## src/rtl/imu_spi_seq_pkg.sv

```systemverilog
// imu_spi_pkg: shared state encoding, read commands and default config words for imu_spi_seq
package imu_spi_pkg;
  typedef enum logic [2:0] {PWRUP, CFG_A, CFG_B, CFG_C, WAIT_INT, RD_LO, RD_HI} imu_state_t;
  localparam logic [15:0] CMD_YAW_LO = 16'hA600;
  localparam logic [15:0] CMD_YAW_HI = 16'hA700;
  localparam logic [15:0] CFG0_DEF = 16'h0D02;
  localparam logic [15:0] CFG1_DEF = 16'h1160;
  localparam logic [15:0] CFG2_DEF = 16'h1440;
endpackage

```

## src/rtl/imu_spi_seq.sv

```systemverilog
// imu_spi_seq: power-up wait, three config writes, then yaw-rate read pairs on each data-ready interrupt
// Ports: clk/rst_n (async active-low); INT sensor data-ready (async level);
//   done/rd_data from the SPI monarch; wrt/wt_data start pulse and command to it;
//   cfg_done sticky config-complete flag; yaw_rt/vld signed yaw rate with one-cycle strobe.
module imu_spi_seq
  import imu_spi_pkg::*;
#(
  parameter int PWRUP_CYCLES = 65536,
  parameter logic [15:0] CFG0 = CFG0_DEF,
  parameter logic [15:0] CFG1 = CFG1_DEF,
  parameter logic [15:0] CFG2 = CFG2_DEF
) (
  input  logic        clk,
  input  logic        rst_n,
  input  logic        INT,
  input  logic        done,
  input  logic [15:0] rd_data,
  output logic        wrt,
  output logic [15:0] wt_data,
  output logic        cfg_done,
  output logic [15:0] yaw_rt,
  output logic        vld
);
  localparam int TW = $clog2(PWRUP_CYCLES);
  localparam logic [TW-1:0] LAST = TW'(PWRUP_CYCLES - 1);
  imu_state_t state, state_n;
  logic [TW-1:0] timer, timer_n;
  logic int_ff, int_s, done_ff, done_rise;
  logic wrt_n, vld_n, cfg_done_n;
  logic [15:0] wt_data_n, yaw_n;
  logic [7:0] lo_byte, lo_n;
  logic unused_hi;
  assign unused_hi = ^rd_data[15:8];
  // done stays high from the previous transfer until the monarch restarts, so only its edge advances the FSM
  assign done_rise = done & ~done_ff;
  always_ff @(posedge clk or negedge rst_n) begin
    if (!rst_n) begin
      state    <= PWRUP;
      timer    <= '0;
      int_ff   <= 1'b0;
      int_s    <= 1'b0;
      done_ff  <= 1'b0;
      wrt      <= 1'b0;
      wt_data  <= 16'h0000;
      cfg_done <= 1'b0;
      yaw_rt   <= 16'h0000;
      vld      <= 1'b0;
      lo_byte  <= 8'h00;
    end else begin
      state    <= state_n;
      timer    <= timer_n;
      int_ff   <= INT;
      int_s    <= int_ff;
      done_ff  <= done;
      wrt      <= wrt_n;
      wt_data  <= wt_data_n;
      cfg_done <= cfg_done_n;
      yaw_rt   <= yaw_n;
      vld      <= vld_n;
      lo_byte  <= lo_n;
    end
  end
  always_comb begin
    state_n    = state;
    timer_n    = timer;
    wrt_n      = 1'b0;
    wt_data_n  = wt_data;
    cfg_done_n = cfg_done;
    yaw_n      = yaw_rt;
    vld_n      = 1'b0;
    lo_n       = lo_byte;
    case (state)
      PWRUP: begin
        timer_n = timer + TW'(1);
        if (timer == LAST) begin
          wrt_n = 1'b1;
          wt_data_n = CFG0;
          state_n = CFG_A;
        end
      end
      CFG_A: if (done_rise) begin
        wrt_n = 1'b1;
        wt_data_n = CFG1;
        state_n = CFG_B;
      end
      CFG_B: if (done_rise) begin
        wrt_n = 1'b1;
        wt_data_n = CFG2;
        state_n = CFG_C;
      end
      CFG_C: if (done_rise) begin
        cfg_done_n = 1'b1;
        state_n = WAIT_INT;
      end
      WAIT_INT: if (int_s) begin
        wrt_n = 1'b1;
        wt_data_n = CMD_YAW_LO;
        state_n = RD_LO;
      end
      RD_LO: if (done_rise) begin
        lo_n = rd_data[7:0];
        wrt_n = 1'b1;
        wt_data_n = CMD_YAW_HI;
        state_n = RD_HI;
      end
      RD_HI: if (done_rise) begin
        yaw_n = {rd_data[7:0], lo_byte};
        vld_n = 1'b1;
        state_n = WAIT_INT;
      end
      default: state_n = PWRUP;
    endcase
  end
endmodule
```

## config.mk

```make
export PLATFORM = sky130hd
export DESIGN_NAME = imu_spi_seq
export DESIGN_NICKNAME = d
export VERILOG_FILES = /design/src/rtl/imu_spi_seq_pkg.sv /design/src/rtl/imu_spi_seq.sv
export SDC_FILE = /design/constraint.sdc
export NUM_CORES = 1
export LEC_CHECK = 0
export CELL_PAD_IN_SITES_DETAIL_PLACEMENT = 0
export CELL_PAD_IN_SITES_GLOBAL_PLACEMENT = 2
export CORE_MARGIN = 2
export CORE_UTILIZATION = 33
export DETAILED_ROUTE_END_ITERATION = 12
export PLACE_DENSITY = 0.86
export SYNTH_ARGS = -nofsm -noshare
export SYNTH_HDL_FRONTEND = slang
export SYNTH_SLANG_ARGS = --single-unit
export TNS_END_PERCENT = 20
```

## constraint.sdc

```tcl
create_clock -name clk -period 1.9 [get_ports clk]
set_clock_uncertainty 0.15 [all_clocks]
set_input_delay 0.285 -clock clk [delete_from_list [all_inputs] [get_ports clk]]
set_output_delay 0.285 -clock clk [all_outputs]
set_load 0.03 [all_outputs]
```

==> summary.md <==
| Metric | Value |
|---|---|
| CTS HTree Levels | `2` |
| Wirelength, routed | `4102 um` |
| Delay-heaviest family, CP | `buffers and inverters` |
| Delay of the slowest cell on the worst path | `0.68 ns` |
| Worst path slowest cell | `clkdlybuf4s50_1` |
| Most numerous cell in the Yosys netlist | `dfrtp_1` |
| Total power | `4284 uW` |
| Sw Ratio | `37.47%` |
| Root Buffer Master | `clkbuf_8` |
| Category of the worst setup path capture point | `output pin` |
| Placement row count | `30` |
| Slew Limit Fails | `0` |
| First-pass iteration count of the detailed router | `4` |
| Part of the total power dissipated in the clock network | `15.7%` |
| Initial core utilization | `34.63%` |
| Logic depth of the worst setup path including buffers | `1` |
| Worst path required time | `1.46 ns` |
| Top cells by area in the synthesized netlist | `dfrtp_1 58%, mux2_2 12%, buf_4 3.5%` |
| Mapped Cells | `184` |
| Die Span Y | `88.90 um` |
| Data arrival time of the worst path | `1.38 ns` |
| Area of the die | `7902 um2` |
| Filler cells | `639` |
| Slack of the worst reg-to-reg path | `0.13 ns` |
| Synth top area share | `57.86%` |
| Cell variety after synth | `39` |
| Fin Setup TNS | `0 ns` |
| Combinational group share of total power | `41.4%` |
| FF-to-FF End | `timer[14]` |
| Internal portion of total power | `2679 uW` |
| List of most frequent post-synthesis cells | `55 x dfrtp_1, 25 x mux2_2, 11 x buf_4, 11 x nand2_1` |
| Antenna violations before repair | `0` |
| Worst setup path startpoint | `wt_data[13]` |
| WS Path Type | `flop to output pin` |
| Relative contribution of sequential cells to total power | `42.9%` |
| TritonCTS clock tree | `done` |
| Number of cells on the worst reg-to-reg path | `4` |
| DRC Markers | `0` |
| Yosys warning count | `0` |
| Die width | `88.90 um` |
| Leakage component of the power | `0.001403 uW` |
| Tightest Pin Transition | `0.5002 ns` |
| Final antenna diode count | `0` |
| Antenna Nets Post-Route | `0` |
| Setup repair after global routing missed its margin | `false` |
| Most area-hungry cell type in the Yosys netlist | `dfrtp_1` |
| Number of buffers inserted by post-CTS setup repair | `0` |
| Final Hold Violating Endpoints | `0` |
| Io pins | `55` |
| Pin count of the biggest net entering global routing | `22` |
| Max FO, Critical Path | `4` |
| Relative slew slack | `66.65%` |
| Post-synth EDFFs | `0` |
| HPWL after detailed placement | `3051 um` |
| Final nets | `258` |
| Vias after detailed routing | `1,499` |
| Share of synthesized area occupied by flip-flops and latches | `57.86%` |
| Number of storage elements in the synthesis netlist | `55` |
| Average cell area after synthesis | `12.93 um2` |
| Clock period minus worst slack | `1.811 ns` |
| Final period utilization | `95.31%` |
| Vias per cell | `4.488` |
| Input/output buffers | `40` |
| Area growth from synthesis to layout | `29.04%` |
| Critical-path cell list | `clkdlybuf4s50_1` |
| Crit path buf inv count | `1` |
| Finish-stage setup viols | `0` |
| Class of the tightest hold or removal check | `flop to flop` |
| Wire length of the first global-routing pass | `6969 um` |
| GRT overflow | `0` |
| Clock transition at the register clock pins on the worst setup and hold paths after CTS | `0.11 ns` |
| Critical Path Source Type | `flop` |
| CP Capture Point | `wt_data[13]` |
| Clock buffer count from CTS | `5` |
| Latest clock arrival within the worst-skew pair | `0.31 ns` |
| Prevailing post-synth register cell | `dfrtp_1` |
| Max Fclk | `552.2 MHz` |
| GR Util All Layers | `11.44%` |
| Cell area after technology mapping | `2379 um2` |
| Proportion of synthesized flip-flops having asynchronous set or reset | `100.0%` |
| Avg WL per Cell | `12.28 um` |
| Result of the run | `finished clean` |
| Largest voltage drop on the vdd net | `0.6984 mV` |
| Switching power summed over all nets | `1605 uW` |
| Power density normalized to cell area | `1396 nW/um2` |
| Number of design-rule violations left by the first detailed-router iteration | `53` |
| RD Place Congestion | `0.7553` |
| Fraction of layout instances using a drive strength above 1 | `25.63%` |
| Number of sinks driven by the clock tree | `55` |
| Max-cap check violation count | `0` |
| Area of the core | `6869 um2` |
| Vias in the first global route | `1,486` |
| Startpoint of the most critical register-to-register path | `state[2]` |
| Max Root-Sink Buffers | `2` |
==> cells in the final DEF, fill, tap and decap left out, drive strengths merged, types with 8 or more instances in the layout <==
cell / n
dfrtp: 55
clkdlybuf4s50: 39
mux2: 25
buf: 16
nand2: 11
nor2: 8
xor2: 8
inv: 8
==> cells by family (layout without fill, tap and decap cells) <==
| kind of cell | count (synthesis) | count (layout) | synth area share [%] |
|---|---|---|---|
| flip-flops | 55 | 55 | 57.86 |
| AO/OA/AOI/OAI | 16 | 16 | 4.524 |
| multiplexers | 26 | 26 | 12.26 |
| XOR/XNOR | 15 | 15 | 5.524 |
| AND/OR/NAND/NOR | 48 | 48 | 13.57 |
| adder cells (fa/ha/maj) | 1 | 1 | 0.5260 |
| other | 1 | 6 | 0.1577 |
| buffers and inverters | 22 | 71 | 5.576 |
==> worst register-to-register path, stage by stage (launching register included) <==
cell and delay [ns]:
dfrtp_1 0.50, nor3_4 0.33, nand4_4 0.22, nor4_4 0.34
xor2_1 0.16
==> per-stage QoR <==
step / hold slack, ns / instance area (um2) / std cells / utilization (%) / worst slack (ns)
6_report: 0.2210 / 3069 / 334 / 44.68 / 0.08905
5_1_grt: 0.2366 / 3069 / 334 / 44.68 / 0.01924
4_1_cts: 0.2235 / 3063 / 334 / 44.59 / 0.06339
3_5_place_dp: 0.1418 / 2957 / 325 / 43.04 / -0.07624
3_3_place_gp: 0.1394 / 2957 / 325 / 43.04 / -0.07173
2_1_floorplan: -0.1606 / 2397 / 189 / - / 0.2313
==> power by group through the flow <==
stage / clock, uW / combinational [uW] / sequential [uW]
after CTS: 703 / 1800 / 1840
after detailed placement: 0 / 1790 / 1870
final: 673 / 1770 / 1840
after global routing: 739 / 1910 / 1900
after global placement: 0 / 1780 / 1850
after floorplan: 0 / 753 / 2210
==> final cells by class <==
| class | instances | area [um2] | area share [%] |
|---|---|---|---|
| clock buffers | 5 | 68.82 | 2.242 |
| clock inverters | 3 | 27.53 | 0.8969 |
| inverters | 7 | 26.28 | 0.8561 |
| multi-input cells | 112 | 894.6 | 29.15 |
| flip-flops and latches | 55 | 1376 | 44.84 |
| well taps | 96 | 120.1 | 3.914 |
| repair buffers | 56 | 555.5 | 18.10 |
==> metal layers <==
metal | track usage (%) | up-vias | routed length (um)
li1 | - | 728 | -
met1 | 15.23 | 733 | 1935
met2 | 17.98 | 33 | 1941
met3 | 2.862 | 5 | 161
met4 | 4.545 | 0 | 63
met5 | 0 | - | 0
==> what timing repair did <==
item,4_1_cts,5_1_grt
hold buffers,1,0
hold endpoints to repair,19,0
setup endpoints to repair,0,1
gates resized for setup,0,1
==> sequential cells by signal (all words and copies together), names as in the netlist <==
name      flops
state         3
done_ff       1
int_ff        1
int_s         1
cfg_done      1
timer        16
wt_data       6
vld           1
wrt           1
lo_byte       8
yaw_rt       16
==> worst min-delay path by stage <==
stage,from,endpoint,cells after the start
6_report,int_ff,int_s,0
5_1_grt,int_ff,int_s,0
4_1_cts,int_ff,int_s,0
3_5_place_dp,rst_n,timer[0],1
3_3_place_gp,rst_n,timer[0],1
2_1_floorplan,rst_n,cfg_done,0
No activity file was read; power rests on OpenSTA's default activity.
